[src/rtl/cpu_types_pkg.sv]
// Shared CPU-side types for the data cache: word/address typedefs, the
// controller state encoding and the address split as a function of SETS.
package cpu_types_pkg;

  typedef logic [31:0] word_t;
  typedef logic [31:0] addr_t;

  localparam int WORD_W     = 32;
  localparam int BYTE_OFF_W = 2;
  localparam int BLK_OFF_W  = 1;

  function automatic int dc_idx_w(input int sets);
    return (sets > 1) ? $clog2(sets) : 1;
  endfunction

  function automatic int dc_tag_w(input int sets);
    return WORD_W - BYTE_OFF_W - BLK_OFF_W - dc_idx_w(sets);
  endfunction

  typedef enum logic [3:0] {
    IDLE, WB0, WB1, LD0, LD1, FLUSH, FWB0, FWB1, DONE
  } dcache_state_t;

endpackage

[src/rtl/cache_control_if.sv]
// Cache <-> memory controller bundle, one slot per CPU.
interface cache_control_if #(parameter int CPUS = 1);
  import cpu_types_pkg::*;

  logic  [CPUS-1:0] dwait, dREN, dWEN;
  word_t [CPUS-1:0] dload, daddr, dstore;

  modport dcache (
    input  dwait, dload,
    output dREN, dWEN, daddr, dstore
  );
endinterface

[src/rtl/datapath_cache_if.sv]
// Datapath <-> data cache request/response bundle.
interface datapath_cache_if;
  import cpu_types_pkg::*;

  logic  dmemREN, dmemWEN, halt;
  logic  dhit, flushed;
  word_t dmemaddr, dmemstore, dmemload;

  modport dcache (
    input  dmemREN, dmemWEN, dmemaddr, dmemstore, halt,
    output dhit, dmemload, flushed
  );
endinterface

[src/rtl/lru_tracker.sv]
// True-LRU order per set, kept as a pairwise "more recent than" matrix so that
// the all-zero reset value is itself a legal order (way 0 oldest).
module lru_tracker
  import cpu_types_pkg::*;
#(
  parameter int WAYS = 2,
  parameter int SETS = 8,
  localparam int IDX_W = dc_idx_w(SETS),
  localparam int WAY_W = (WAYS > 1) ? $clog2(WAYS) : 1
) (
  input  logic             i_clk,
  input  logic             i_rst_n,
  input  logic [IDX_W-1:0] i_set,
  input  logic [WAY_W-1:0] i_way,
  input  logic             i_update,
  output logic [WAY_W-1:0] o_victim
);

  // r_mat[s][i][j] (i<j): 1 means way i was used more recently than way j
  logic [WAYS-1:0][WAYS-1:0] r_mat [SETS];
  logic w_ok, w_found;

  always_ff @(posedge i_clk or negedge i_rst_n) begin
    if (!i_rst_n) begin
      for (int s = 0; s < SETS; s++) r_mat[s] <= '0;
    end else if (i_update) begin
      for (int i = 0; i < WAYS; i++)
        for (int j = 0; j < WAYS; j++)
          if (i < j) begin
            if (i == int'(i_way))      r_mat[i_set][i][j] <= 1'b1;
            else if (j == int'(i_way)) r_mat[i_set][i][j] <= 1'b0;
          end
    end
  end

  always_comb begin
    o_victim = '0;
    w_found  = 1'b0;
    w_ok     = 1'b0;
    for (int v = 0; v < WAYS; v++) begin
      w_ok = 1'b1;
      for (int j = 0; j < WAYS; j++) begin
        if (j > v)      w_ok = w_ok & ~r_mat[i_set][v][j];
        else if (j < v) w_ok = w_ok &  r_mat[i_set][j][v];
      end
      if (w_ok && !w_found) begin
        w_found  = 1'b1;
        o_victim = WAY_W'(v);
      end
    end
  end

endmodule

[src/rtl/dcache_nway.sv]
// N-way write-back, write-allocate data cache with 2-word blocks and halt flush.
// state | meaning: IDLE serve/miss | WB0,WB1 victim writeback | LD0,LD1 fill
//                  FLUSH scan line | FWB0,FWB1 flush writeback | DONE flushed
module dcache_nway
  import cpu_types_pkg::*;
#(
  parameter int CPUID    = 0,
  parameter int SETS     = 8,
  parameter int WAYS     = 2,
  parameter int BLKWORDS = 2
) (
  input logic               CLK,
  input logic               nRST,
  datapath_cache_if.dcache  dcif,
  cache_control_if.dcache   ccif
);

  localparam int IDX_W = dc_idx_w(SETS);
  localparam int TAG_W = dc_tag_w(SETS);
  localparam int WAY_W = (WAYS > 1) ? $clog2(WAYS) : 1;

  logic [WAYS-1:0]  r_valid [SETS];
  logic [WAYS-1:0]  r_dirty [SETS];
  logic [TAG_W-1:0] r_tag   [SETS][WAYS];
  word_t            r_data  [SETS][WAYS][BLKWORDS];

  dcache_state_t    r_state, w_next;
  logic [WAY_W-1:0] r_vway, r_fway;
  logic [IDX_W-1:0] r_idx, r_fset;
  logic [TAG_W-1:0] r_rtag;

  logic [IDX_W-1:0] w_idx, w_lru_set;
  logic [TAG_W-1:0] w_tag;
  logic             w_off, w_req, w_wr, w_halt, w_dwait;
  word_t            w_dload;
  logic             w_hit, w_found_inv, w_vict_dirty, w_fl_dirty, w_flast;
  logic [WAY_W-1:0] w_hit_way, w_vict_way, w_lru_victim, w_lru_way;
  logic             w_dhit, w_flushed, w_miss, w_fill_w0, w_fill_done, w_fclr, w_fadv;
  logic             w_bus_ren, w_bus_wen;
  word_t            w_bus_addr, w_bus_store;
  logic             w_unused_ok;

  assign w_off   = dcif.dmemaddr[2];
  assign w_idx   = dcif.dmemaddr[2+IDX_W:3];
  assign w_tag   = dcif.dmemaddr[31:3+IDX_W];
  assign w_req   = dcif.dmemREN | dcif.dmemWEN;
  assign w_wr    = dcif.dmemWEN;
  assign w_halt  = dcif.halt;
  assign w_dwait = ccif.dwait[CPUID];
  assign w_dload = ccif.dload[CPUID];
  assign w_unused_ok = &{1'b0, dcif.dmemaddr[1:0]};

  always_comb begin
    w_hit     = 1'b0;
    w_hit_way = '0;
    for (int w = 0; w < WAYS; w++)
      if (r_valid[w_idx][w] && r_tag[w_idx][w] == w_tag && !w_hit) begin
        w_hit     = 1'b1;
        w_hit_way = WAY_W'(w);
      end
  end

  // Invalid ways are filled first; the LRU order only matters once the set is full.
  always_comb begin
    w_vict_way  = w_lru_victim;
    w_found_inv = 1'b0;
    for (int w = 0; w < WAYS; w++)
      if (!r_valid[w_idx][w] && !w_found_inv) begin
        w_found_inv = 1'b1;
        w_vict_way  = WAY_W'(w);
      end
  end

  assign w_vict_dirty = r_valid[w_idx][w_vict_way] & r_dirty[w_idx][w_vict_way];
  assign w_fl_dirty   = r_valid[r_fset][r_fway] & r_dirty[r_fset][r_fway];
  assign w_flast      = (r_fset == IDX_W'(SETS-1)) && (r_fway == WAY_W'(WAYS-1));

  assign w_lru_set = (r_state == LD1) ? r_idx  : w_idx;
  assign w_lru_way = (r_state == LD1) ? r_vway : w_hit_way;

  lru_tracker #(.WAYS(WAYS), .SETS(SETS)) u_lru (
    .i_clk    (CLK),
    .i_rst_n  (nRST),
    .i_set    (w_lru_set),
    .i_way    (w_lru_way),
    .i_update (w_dhit | w_fill_done),
    .o_victim (w_lru_victim)
  );

  always_ff @(posedge CLK or negedge nRST) begin
    if (!nRST) r_state <= IDLE;
    else       r_state <= w_next;
  end

  always_comb begin
    w_next      = r_state;
    w_bus_ren   = 1'b0;
    w_bus_wen   = 1'b0;
    w_bus_addr  = '0;
    w_bus_store = '0;
    w_dhit      = 1'b0;
    w_flushed   = 1'b0;
    w_miss      = 1'b0;
    w_fill_w0   = 1'b0;
    w_fill_done = 1'b0;
    w_fclr      = 1'b0;
    w_fadv      = 1'b0;
    case (r_state)
      IDLE: begin
        if (w_halt) w_next = FLUSH;
        else if (w_req) begin
          if (w_hit) w_dhit = 1'b1;
          else begin
            w_miss = 1'b1;
            w_next = w_vict_dirty ? WB0 : LD0;
          end
        end
      end
      WB0, WB1: begin
        w_bus_wen   = 1'b1;
        w_bus_addr  = {r_tag[r_idx][r_vway], r_idx, (r_state == WB1), 2'b00};
        w_bus_store = r_data[r_idx][r_vway][(r_state == WB1)];
        if (!w_dwait) w_next = (r_state == WB0) ? WB1 : LD0;
      end
      LD0, LD1: begin
        w_bus_ren  = 1'b1;
        w_bus_addr = {r_rtag, r_idx, (r_state == LD1), 2'b00};
        if (!w_dwait) begin
          w_fill_w0   = (r_state == LD0);
          w_fill_done = (r_state == LD1);
          w_next      = (r_state == LD0) ? LD1 : IDLE;
        end
      end
      FLUSH: begin
        if (w_fl_dirty)   w_next = FWB0;
        else if (w_flast) w_next = DONE;
        else              w_fadv = 1'b1;
      end
      FWB0, FWB1: begin
        w_bus_wen   = 1'b1;
        w_bus_addr  = {r_tag[r_fset][r_fway], r_fset, (r_state == FWB1), 2'b00};
        w_bus_store = r_data[r_fset][r_fway][(r_state == FWB1)];
        if (!w_dwait) begin
          if (r_state == FWB0) w_next = FWB1;
          else begin
            w_fclr = 1'b1;
            w_fadv = !w_flast;
            w_next = w_flast ? DONE : FLUSH;
          end
        end
      end
      DONE:    w_flushed = 1'b1;
      default: w_next = IDLE;
    endcase
  end

  always_ff @(posedge CLK or negedge nRST) begin
    if (!nRST) begin
      for (int s = 0; s < SETS; s++) begin
        r_valid[s] <= '0;
        r_dirty[s] <= '0;
      end
      r_vway <= '0;
      r_idx  <= '0;
      r_rtag <= '0;
      r_fset <= '0;
      r_fway <= '0;
    end else begin
      if (w_miss) begin
        r_vway <= w_vict_way;
        r_idx  <= w_idx;
        r_rtag <= w_tag;
      end
      if (w_dhit && w_wr) r_dirty[w_idx][w_hit_way] <= 1'b1;
      // The victim's old contents are gone once word 0 is overwritten.
      if (w_fill_w0) r_valid[r_idx][r_vway] <= 1'b0;
      if (w_fill_done) begin
        r_valid[r_idx][r_vway] <= 1'b1;
        r_dirty[r_idx][r_vway] <= 1'b0;
      end
      if (w_fclr) r_dirty[r_fset][r_fway] <= 1'b0;
      if (w_fadv) begin
        if (r_fway == WAY_W'(WAYS-1)) begin
          r_fway <= '0;
          r_fset <= r_fset + IDX_W'(1);
        end else begin
          r_fway <= r_fway + WAY_W'(1);
        end
      end
    end
  end

  always_ff @(posedge CLK) begin
    if (w_dhit && w_wr) r_data[w_idx][w_hit_way][w_off] <= dcif.dmemstore;
    if (w_fill_w0)      r_data[r_idx][r_vway][0] <= w_dload;
    if (w_fill_done) begin
      r_data[r_idx][r_vway][1] <= w_dload;
      r_tag[r_idx][r_vway]     <= r_rtag;
    end
  end

  assign dcif.dhit     = w_dhit;
  assign dcif.dmemload = (w_dhit && !w_wr) ? r_data[w_idx][w_hit_way][w_off] : '0;
  assign dcif.flushed  = w_flushed;

  assign ccif.dREN[CPUID]   = w_bus_ren;
  assign ccif.dWEN[CPUID]   = w_bus_wen;
  assign ccif.daddr[CPUID]  = w_bus_addr;
  assign ccif.dstore[CPUID] = w_bus_store;

endmodule

[src/flat_wrapper.sv]
// flat-port wrapper written by rule: the top's interface ports become plain ports
module dcache_nway_flat import cpu_types_pkg::*;
#(
  parameter int CPUID    = 0,
  parameter int SETS     = 8,
  parameter int WAYS     = 2,
  parameter int BLKWORDS = 2
)
  (CLK, nRST, dcif_dmemREN, dcif_dmemWEN, dcif_dmemaddr, dcif_dmemstore, dcif_halt, dcif_dhit, dcif_dmemload, dcif_flushed, ccif_dwait, ccif_dload, ccif_dREN, ccif_dWEN, ccif_daddr, ccif_dstore);
  datapath_cache_if dcif_i ();
  cache_control_if ccif_i ();
  input logic CLK;
  input logic nRST;
  input wire logic [$bits(dcif_i.dmemREN)-1:0] dcif_dmemREN;
  input wire logic [$bits(dcif_i.dmemWEN)-1:0] dcif_dmemWEN;
  input wire logic [$bits(dcif_i.dmemaddr)-1:0] dcif_dmemaddr;
  input wire logic [$bits(dcif_i.dmemstore)-1:0] dcif_dmemstore;
  input wire logic [$bits(dcif_i.halt)-1:0] dcif_halt;
  output wire logic [$bits(dcif_i.dhit)-1:0] dcif_dhit;
  output wire logic [$bits(dcif_i.dmemload)-1:0] dcif_dmemload;
  output wire logic [$bits(dcif_i.flushed)-1:0] dcif_flushed;
  input wire logic [$bits(ccif_i.dwait)-1:0] ccif_dwait;
  input wire logic [$bits(ccif_i.dload)-1:0] ccif_dload;
  output wire logic [$bits(ccif_i.dREN)-1:0] ccif_dREN;
  output wire logic [$bits(ccif_i.dWEN)-1:0] ccif_dWEN;
  output wire logic [$bits(ccif_i.daddr)-1:0] ccif_daddr;
  output wire logic [$bits(ccif_i.dstore)-1:0] ccif_dstore;
  assign dcif_i.dmemREN = dcif_dmemREN;
  assign dcif_i.dmemWEN = dcif_dmemWEN;
  assign dcif_i.dmemaddr = dcif_dmemaddr;
  assign dcif_i.dmemstore = dcif_dmemstore;
  assign dcif_i.halt = dcif_halt;
  assign dcif_dhit = dcif_i.dhit;
  assign dcif_dmemload = dcif_i.dmemload;
  assign dcif_flushed = dcif_i.flushed;
  assign ccif_i.dwait = ccif_dwait;
  assign ccif_i.dload = ccif_dload;
  assign ccif_dREN = ccif_i.dREN;
  assign ccif_dWEN = ccif_i.dWEN;
  assign ccif_daddr = ccif_i.daddr;
  assign ccif_dstore = ccif_i.dstore;
  dcache_nway #(.CPUID(CPUID), .SETS(SETS), .WAYS(WAYS), .BLKWORDS(BLKWORDS)) u_core (.CLK(CLK), .nRST(nRST), .dcif(dcif_i), .ccif(ccif_i));
endmodule
[config.mk]
export PLATFORM = sky130hd
export DESIGN_NAME = dcache_nway_flat
export DESIGN_NICKNAME = d
export VERILOG_FILES = /design/src/rtl/cpu_types_pkg.sv /design/src/rtl/cache_control_if.sv /design/src/rtl/datapath_cache_if.sv /design/src/rtl/lru_tracker.sv /design/src/rtl/dcache_nway.sv /design/src/flat_wrapper.sv
export SDC_FILE = /design/constraint.sdc
export NUM_CORES = 2
export LEC_CHECK = 0
export ABC_CLOCK_PERIOD_IN_PS = 6000
export CAP_MARGIN = 20
export CORE_MARGIN = 1.5
export CORE_UTILIZATION = 30
export CTS_CLUSTER_SIZE = 10
export DETAILED_ROUTE_END_ITERATION = 7
export PLACE_DENSITY_LB_ADDON = 0.05
export SYNTH_ARGS = -nofsm -noshare
export SYNTH_HDL_FRONTEND = slang
export SYNTH_SLANG_ARGS = --single-unit
[constraint.sdc]
create_clock -name CLK -period 6 [get_ports CLK]
set_input_delay 1.2 -clock CLK [delete_from_list [all_inputs] [get_ports CLK]]
set_output_delay 1.2 -clock CLK [all_outputs]
set_load 0.05 [all_outputs]
# Yosys cells after proc, flatten, opt, wreduce, memory -nomap -nowiden
# Memories as Yosys holds them, arrays and structs flattened.
# Cells that the tools add are included.
# word_totals
register_bits,102
ramBits,1440
inputBits,102
output_inout_bits,100
word_cells,529
memories,2
# mem_list
name,depth,word_bits,rd,rd_ports_with_merged_regs,wr,line_no,source
u_core.r_data,8,128,3,0,1,dcache_nway.sv:25,word_t r_data [SETS][WAYS][BLKWORDS];
u_core.r_tag,8,52,3,0,1,dcache_nway.sv:24,logic [TAG_W-1:0] r_tag [SETS][WAYS];
# op_classes
addsub,2
magnitude_cmp,24
eq_ne,17
muxes,264
bitwise_logic,153
reduce_logical,29
# op_table
cell,n
$mux W64,11
$mux W128,5
$mux W32,13
$demux W64 S1,3
$mux W26,7
$mux W1,173
$or A1 B1 Y1,130
$reduce_or A128 Y1,1
$pmux W32 S3,1
$mux W16,5
$pmux W32 S2,1
$eq A26 B26 Y1,2
$mux W52,1
$and A16 B16 Y16,3
$mux W4,10
$and A32 B32 Y32,1
$demux W32 S1,1
$not A16 Y16,2
$not A32 Y32,1
$or A16 B16 Y16,2
$or A32 B32 Y32,1
$mux W2,15
$demux W26 S1,1
$bmux W2 S3,4
35 further kinds,95

# Logic depth before layout (Yosys ltp)
# logic_depth
word_depth,21
mapped_depth,17
depth_no_buf,9

# By module
# A second synthesis with hierarchy kept.
# hier_totals
cells_unflattened,6878
area_unflattened_um2,80892.6
# by_module_without_submodules
module,instances,cells_per_inst,area_each_um2,seq_area_each_um2
dcache_nway,1,6839,80419.6,44993.2
lru_tracker,1,39,473.0,200.2

# Least setup slack after synthesis
# Ideal clock, no wire load.
# synth_path
path_type,input-to-output
startpoint,in dcif_dmemaddr[4]
endpoint,out dcif_dmemload[6]
arrival_time_ps,5370
t_required_ps,4800
slack_ps,-570
path_stages,15
n_path_buf,6
cell_sequence,buf_2 > buf_2 > buf_2 > buf_1 > mux4_2 > mux2i_1 > xor2_1 > o2111ai_1 > nor4_1 > nand4_1 > a31oi_1 > buf_4 > buf_2 > a211oi_1 > a311oi_1
# synth_between
elab_chain_len,17
elab_cells_between_ends,28
cone_classes,2 x eq/ne; 17 x mux; 2 x bitwise; 5 x reduce/logical; 2 x memory
# synth_rtl
element,line_no,source
start: declaration,flat_wrapper.sv:16,input wire logic [$bits(dcif_i.dmemaddr)-1:0] dcif_dmemaddr;
branches (longest 16 deep; another with $mem_v2 Z8 W52),--,
$mux W32 *,dcache_nway.sv:203,assign dcif.dmemload = (w_dhit && !w_wr) ? r_data[w_idx][w_hit_way][w_off] : '0;
end: declaration,flat_wrapper.sv:20,output wire logic [$bits(dcif_i.dmemload)-1:0] dcif_dmemload;
# Every way passes the cells marked *. The select of a mux whose other input is x is not followed.

# Worst setup path in the final report
# layout_path
startpoint,in dcif_dmemaddr[3]
endpoint,out dcif_dmemload[18]
# Same word-level chain as after synthesis.

==> run_summary.xml <==
<?xml version="1.0" encoding="UTF-8"?>
<metrics>
  <group name="run_status">
    <metric name="run_status" unit="">finished with violations</metric>
    <metric name="violations" unit="">design-rule violations, negative setup slack</metric>
  </group>
  <group name="pwr">
    <metric name="power_report.internal_total" unit="mW">26.30</metric>
    <metric name="switching_share" unit="%">45.44</metric>
    <metric name="power.clock.fraction" unit="%">23.0</metric>
    <metric name="combinationalPowerShare" unit="%">48.3</metric>
    <metric name="p_per_area" unit="nW/µm²">485.8</metric>
    <metric name="vdd_drop_max" unit="mV">0.3686</metric>
    <metric name="total_switching_power" unit="mW">21.90</metric>
    <metric name="power.sequential.fraction" unit="%">28.7</metric>
    <metric name="cellLeakagePower" unit="nW">32.13</metric>
  </group>
  <group name="routing">
    <metric name="route.antenna.remaining_nets" unit="">0</metric>
    <metric name="route.detailed.vias_per_inst" unit="">6.749</metric>
    <metric name="dr_vias" unit="">72140</metric>
    <metric name="wire_per_inst" unit="µm">44.18</metric>
    <metric name="detail_route.wirelength" unit="µm">472200</metric>
    <metric name="detailedRoute.firstIterationViolations" unit="">12100</metric>
    <metric name="drt_pre_antenna_iters" unit="">8</metric>
    <metric name="post-route-drc-count" unit="">29</metric>
  </group>
  <group name="critical_path">
    <metric name="worst_setup_path_end_kind" unit="">primary output</metric>
    <metric name="setup.worst_path.class" unit="">in -&gt; out</metric>
    <metric name="critical_path_source_type" unit="">input port</metric>
    <metric name="worst_ep_required_time" unit="ns">4.80</metric>
    <metric name="critical_path.slowest_cell" unit="">sky130_fd_sc_hd__mux4_2</metric>
    <metric name="cpMostUsedCell" unit="">sky130_fd_sc_hd__buf_4</metric>
    <metric name="critical_path.top_delay_family" unit="">multiplexers</metric>
    <metric name="timing.critical_path.slowest_cell_delay" unit="ns">0.62</metric>
    <metric name="critPathBufInv" unit="">8</metric>
    <metric name="crit_path_max_fanout" unit="">6</metric>
    <metric name="critical_path_arrival" unit="ns">5.09</metric>
    <metric name="path_cells" unit="">buf_16 -&gt; buf_4 -&gt; buf_8 -&gt; mux4_2 -&gt; mux2i_1 -&gt; xor2_1 -&gt; buf_4 -&gt; nand4_1 -&gt; nor4_2 -&gt; buf_4 -&gt; nand4_1 -&gt; a31oi_4 -&gt; buf_12 -&gt; buf_16 -&gt; mux4_2 -&gt; nor2b_4 -&gt; buf_12</metric>
  </group>
  <group name="global_routing">
    <metric name="initial_antenna_violation_count" unit="">24</metric>
    <metric name="grt_overflow" unit="">0</metric>
    <metric name="global_route_wire_length_before_repair" unit="µm">625300</metric>
    <metric name="largest_net_degree_at_the_start_of_global_routing" unit="">92</metric>
    <metric name="first_global_vias" unit="">69190</metric>
    <metric name="grt_use_total" unit="%">33.75</metric>
  </group>
  <group name="synth">
    <metric name="ys_seq_elements" unit="">1518</metric>
    <metric name="edff_count_synth" unit="">1440</metric>
    <metric name="synth_ff_type" unit="">sky130_fd_sc_hd__edfxtp_1</metric>
    <metric name="sequential_share_of_the_synthesized_area" unit="%">56.52</metric>
    <metric name="netlist_top_cells_area" unit="">sky130_fd_sc_hd__edfxtp_1 54%, sky130_fd_sc_hd__a22oi_1 6.0%, sky130_fd_sc_hd__mux2_2 3.9%</metric>
    <metric name="synthesis.area" unit="µm²">79960</metric>
    <metric name="synthDominantCellAreaShare" unit="%">54.08</metric>
    <metric name="synth.yosys.warnings" unit="">0</metric>
    <metric name="ys_async_sr_fraction" unit="%">5.138</metric>
    <metric name="yosys.cell_types.count" unit="">74</metric>
    <metric name="synth.avg_cell_area" unit="µm²">12.13</metric>
    <metric name="dominant_cell_type_by_area_after_synthesis" unit="">sky130_fd_sc_hd__edfxtp_1</metric>
    <metric name="post_synth_inst_count" unit="">6591</metric>
  </group>
  <group name="sta">
    <metric name="finalHoldViolations" unit="">0</metric>
    <metric name="rsz_0062_raised_after_global_routing" unit="">yes</metric>
    <metric name="timing.final.ws_setup" unit="ns">-0.2897</metric>
    <metric name="fin_setup_tns" unit="ns">-5.598</metric>
    <metric name="hold_slack" unit="ns">0.3326</metric>
    <metric name="max_slew.worst_pin.slew" unit="ns">1.250</metric>
    <metric name="worst_clock_skew" unit="ns">0.03906</metric>
    <metric name="achievable-frequency" unit="MHz">159.0</metric>
    <metric name="period_share" unit="%">104.8</metric>
    <metric name="maxSlewHeadroom" unit="%">16.50</metric>
    <metric name="report.final.setup_viol" unit="">56</metric>
    <metric name="final_max_slew_viol_count" unit="">0</metric>
    <metric name="period_minus_slack" unit="ns">6.290</metric>
  </group>
  <group name="floorplan">
    <metric name="height_of_the_chip" unit="µm">519.3</metric>
    <metric name="die_area" unit="µm²">269600</metric>
    <metric name="num_io_pins" unit="">202</metric>
    <metric name="initial_utilization" unit="%">30.16</metric>
    <metric name="core" unit="µm²">265100</metric>
    <metric name="floorplan.rows" unit="">189</metric>
    <metric name="chipWidth" unit="µm">519.3</metric>
  </group>
  <group name="placement">
    <metric name="post_dp_cell_area" unit="µm²">92320</metric>
    <metric name="hpwl" unit="µm">283800</metric>
    <metric name="place_congestion" unit="">0.8923</metric>
    <metric name="io_buffers" unit="">197</metric>
  </group>
  <group name="job">
    <metric name="drv.max_cap_violation_count" unit="">0</metric>
  </group>
  <group name="cells_and_area">
    <metric name="area_growth" unit="%">24.08</metric>
    <metric name="nets" unit="">7116</metric>
    <metric name="postLayoutCellArea" unit="µm²">99210</metric>
    <metric name="post-route-util" unit="%">37.42</metric>
    <metric name="post_route_cells_drive_above_1_share" unit="%">22.72</metric>
    <metric name="fill_cells" unit="">25180</metric>
  </group>
  <group name="clock_network">
    <metric name="cts_made_buffers" unit="">189</metric>
    <metric name="ctsRootBufferMaster" unit="">sky130_fd_sc_hd__clkbuf_16</metric>
    <metric name="cts.clk_slew.worst_paths" unit="ns">0.06</metric>
    <metric name="clock-sinks" unit="">1518</metric>
    <metric name="cts.htree.levels" unit="">4</metric>
    <metric name="cts_max_path_buffers" unit="">3</metric>
    <metric name="tritoncts" unit="">yes</metric>
    <metric name="clk_latency" unit="ns">0.88</metric>
  </group>
  <group name="worst_hold_path">
    <metric name="hold_class" unit="">in -&gt; async</metric>
  </group>
</metrics>
## cell families after synthesis
logic type / after synthesis / synth area share [%]
muxes: 746 / 11.98
buffers and inverters: 651 / 3.235
xor gates and xnor gates: 37 / 0.4053
and+or+nand+nor: 1237 / 7.242
DFF: 1518 / 56.52
adders and majority gates: 2 / 0.03129
AOI/OAI and AO/OA: 2399 / 20.57
other: 1 / 0.004690
## stage by stage
stage / power, mW / setup slack, ns / std cells
after floorplan: 24.56 / -0.1080 / 6592
after global placement: 36.46 / -0.7028 / 10300
after detailed placement: 36.49 / -0.6302 / 10310
after CTS: 47.55 / -0.2532 / 10660
after global routing: 49.10 / -0.3220 / 10680
final: 48.19 / -0.2897 / 10690
## cell usage after synthesis, types with 11 or more instances
library cell                number
sky130_fd_sc_hd__a2111oi_0      12
sky130_fd_sc_hd__a211oi_1       60
sky130_fd_sc_hd__a21oi_1       407
sky130_fd_sc_hd__a221oi_1      172
sky130_fd_sc_hd__a22o_1        135
sky130_fd_sc_hd__a22oi_1       637
sky130_fd_sc_hd__a31oi_1        68
sky130_fd_sc_hd__a32oi_1        16
sky130_fd_sc_hd__and2_1         18
sky130_fd_sc_hd__and3_1         11
sky130_fd_sc_hd__buf_1         118
sky130_fd_sc_hd__buf_2          42
sky130_fd_sc_hd__buf_4          12
sky130_fd_sc_hd__clkbuf_1      460
sky130_fd_sc_hd__dfrtp_1        78
sky130_fd_sc_hd__edfxtp_1     1440
sky130_fd_sc_hd__inv_1          13
sky130_fd_sc_hd__mux2_1         30
sky130_fd_sc_hd__mux2_2        280
sky130_fd_sc_hd__mux2i_1       298
sky130_fd_sc_hd__mux4_2        138
sky130_fd_sc_hd__nand2_1       417
sky130_fd_sc_hd__nand2b_1       13
sky130_fd_sc_hd__nand3_1       153
sky130_fd_sc_hd__nand3b_1       11
sky130_fd_sc_hd__nand4_1       146
sky130_fd_sc_hd__nor2_1        272
sky130_fd_sc_hd__nor2b_1        31
sky130_fd_sc_hd__nor3_1         77
sky130_fd_sc_hd__nor4_1         42
sky130_fd_sc_hd__o2111ai_1      22
sky130_fd_sc_hd__o211ai_1       60
sky130_fd_sc_hd__o21ai_0       295
sky130_fd_sc_hd__o221ai_1       60
sky130_fd_sc_hd__o22a_1         37
sky130_fd_sc_hd__o22ai_1       333
sky130_fd_sc_hd__o31ai_1        15
sky130_fd_sc_hd__or3_1          12
sky130_fd_sc_hd__xor2_1         31
## layout by cell type (no fill, tap or decap), types with 21 or more instances in the layout
| master | synthesis | layout |
|---|---|---|
| sky130_fd_sc_hd__mux2i_1 | 298 | 291 |
| sky130_fd_sc_hd__o211ai_1 | 60 | 60 |
| sky130_fd_sc_hd__a211oi_1 | 60 | 48 |
| sky130_fd_sc_hd__xor2_1 | 31 | 26 |
| sky130_fd_sc_hd__dfrtp_1 | 78 | 69 |
| sky130_fd_sc_hd__o21ai_0 | 295 | 294 |
| sky130_fd_sc_hd__a22o_1 | 135 | 135 |
| sky130_fd_sc_hd__a221oi_1 | 172 | 172 |
| sky130_fd_sc_hd__o22ai_1 | 333 | 318 |
| sky130_fd_sc_hd__o22a_1 | 37 | 37 |
| sky130_fd_sc_hd__o2111ai_1 | 22 | 21 |
| sky130_fd_sc_hd__o221ai_1 | 60 | 60 |
| sky130_fd_sc_hd__mux2_2 | 280 | 280 |
| sky130_fd_sc_hd__nand2_1 | 417 | 406 |
| sky130_fd_sc_hd__a21oi_1 | 407 | 397 |
| sky130_fd_sc_hd__nor2_4 | 0 | 35 |
| sky130_fd_sc_hd__nor4_1 | 42 | 39 |
| sky130_fd_sc_hd__buf_4 | 12 | 477 |
| sky130_fd_sc_hd__clkdlybuf4s50_1 | 0 | 102 |
| sky130_fd_sc_hd__mux4_2 | 138 | 138 |
| sky130_fd_sc_hd__nand3_1 | 153 | 153 |
| sky130_fd_sc_hd__nand4_1 | 146 | 146 |
| sky130_fd_sc_hd__mux2_1 | 30 | 30 |
| sky130_fd_sc_hd__nor3_1 | 77 | 64 |
| sky130_fd_sc_hd__nor2b_4 | 0 | 21 |
| sky130_fd_sc_hd__a22oi_1 | 637 | 636 |
| sky130_fd_sc_hd__buf_12 | 0 | 248 |
| sky130_fd_sc_hd__nor2_1 | 272 | 235 |
| sky130_fd_sc_hd__clkinv_1 | 0 | 24 |
| sky130_fd_sc_hd__edfxtp_1 | 1440 | 1440 |
| sky130_fd_sc_hd__clkbuf_1 | 460 | 62 |
| sky130_fd_sc_hd__clkbuf_16 | 0 | 200 |
| sky130_fd_sc_hd__a31oi_1 | 68 | 66 |
## per-layer routing
| metal | vias up | GRT usage [%] | wire length [µm] |
|---|---|---|---|
| met5 | - | 0 | 87 |
| met4 | 16 | 17.59 | 27720 |
| met3 | 1349 | 7.374 | 47930 |
| met2 | 5794 | 51.51 | 207000 |
| met1 | 37100 | 44.75 | 189500 |
| li1 | 27880 | - | - |
## power groups by stage
stage               Combinational (mW)  Clock [mW]  Sequential, mW
global route                      23.6        11.6            13.9
floorplan                         11.2           0            13.3
global placement                  22.4           0            14.0
finish                            23.3        11.1            13.9
CTS                               22.6        11.2            13.8
detailed placement                22.5           0            14.0
## final cells by class
type | instances | area (µm²) | share of cell area, %
Sequential cell | 1518 | 45220 | 45.59
Multi-Input combinational cell | 4423 | 33440 | 33.70
Timing Repair Buffer | 867 | 10260 | 10.34
Clock buffer | 271 | 5294 | 5.336
Tap cell | 3533 | 4420 | 4.456
Clock inverter | 55 | 500.5 | 0.5045
Inverter | 13 | 51.30 | 0.05171
Antenna cell | 9 | 22.52 | 0.02270
## sequential cells by signal, summed over array words and instances, names as in the netlist, named ones only
signal          flops
u_core.r_state      4
u_core.r_fway       1
u_core.r_rtag      26
u_core.r_idx        3
u_core.r_dirty     16
u_core.r_fset       3
u_core.r_valid      1
u_core.r_vway       1
u_core.r_tag      416
u_core.r_data    1024
## worst paths after layout
check,start,slack (ns),end,cells past startpoint
max in group asynchronous,nRST,4.28,u_core.r_fset[2],2
max,dcif_dmemaddr[3],-0.29,dcif_dmemload[18],17
min,nRST,0.33,u_core.r_rtag[23],1
min in group CLK,register,0.50,register,1
max reg2reg,u_core.r_tag[3][46],0.32,u_core.r_data[4][126],28
min reg2reg,register,0.50,register,1
## what timing repair did
action                                  CTS  global route
gates resized for setup                  77            37
pin swaps                                11             9
setup buffers                            31            12
cloned                                    2             6
hold buffers                              0             0
endpoints found under the setup margin   33           515
No activity file was read; power rests on OpenSTA's default activity.
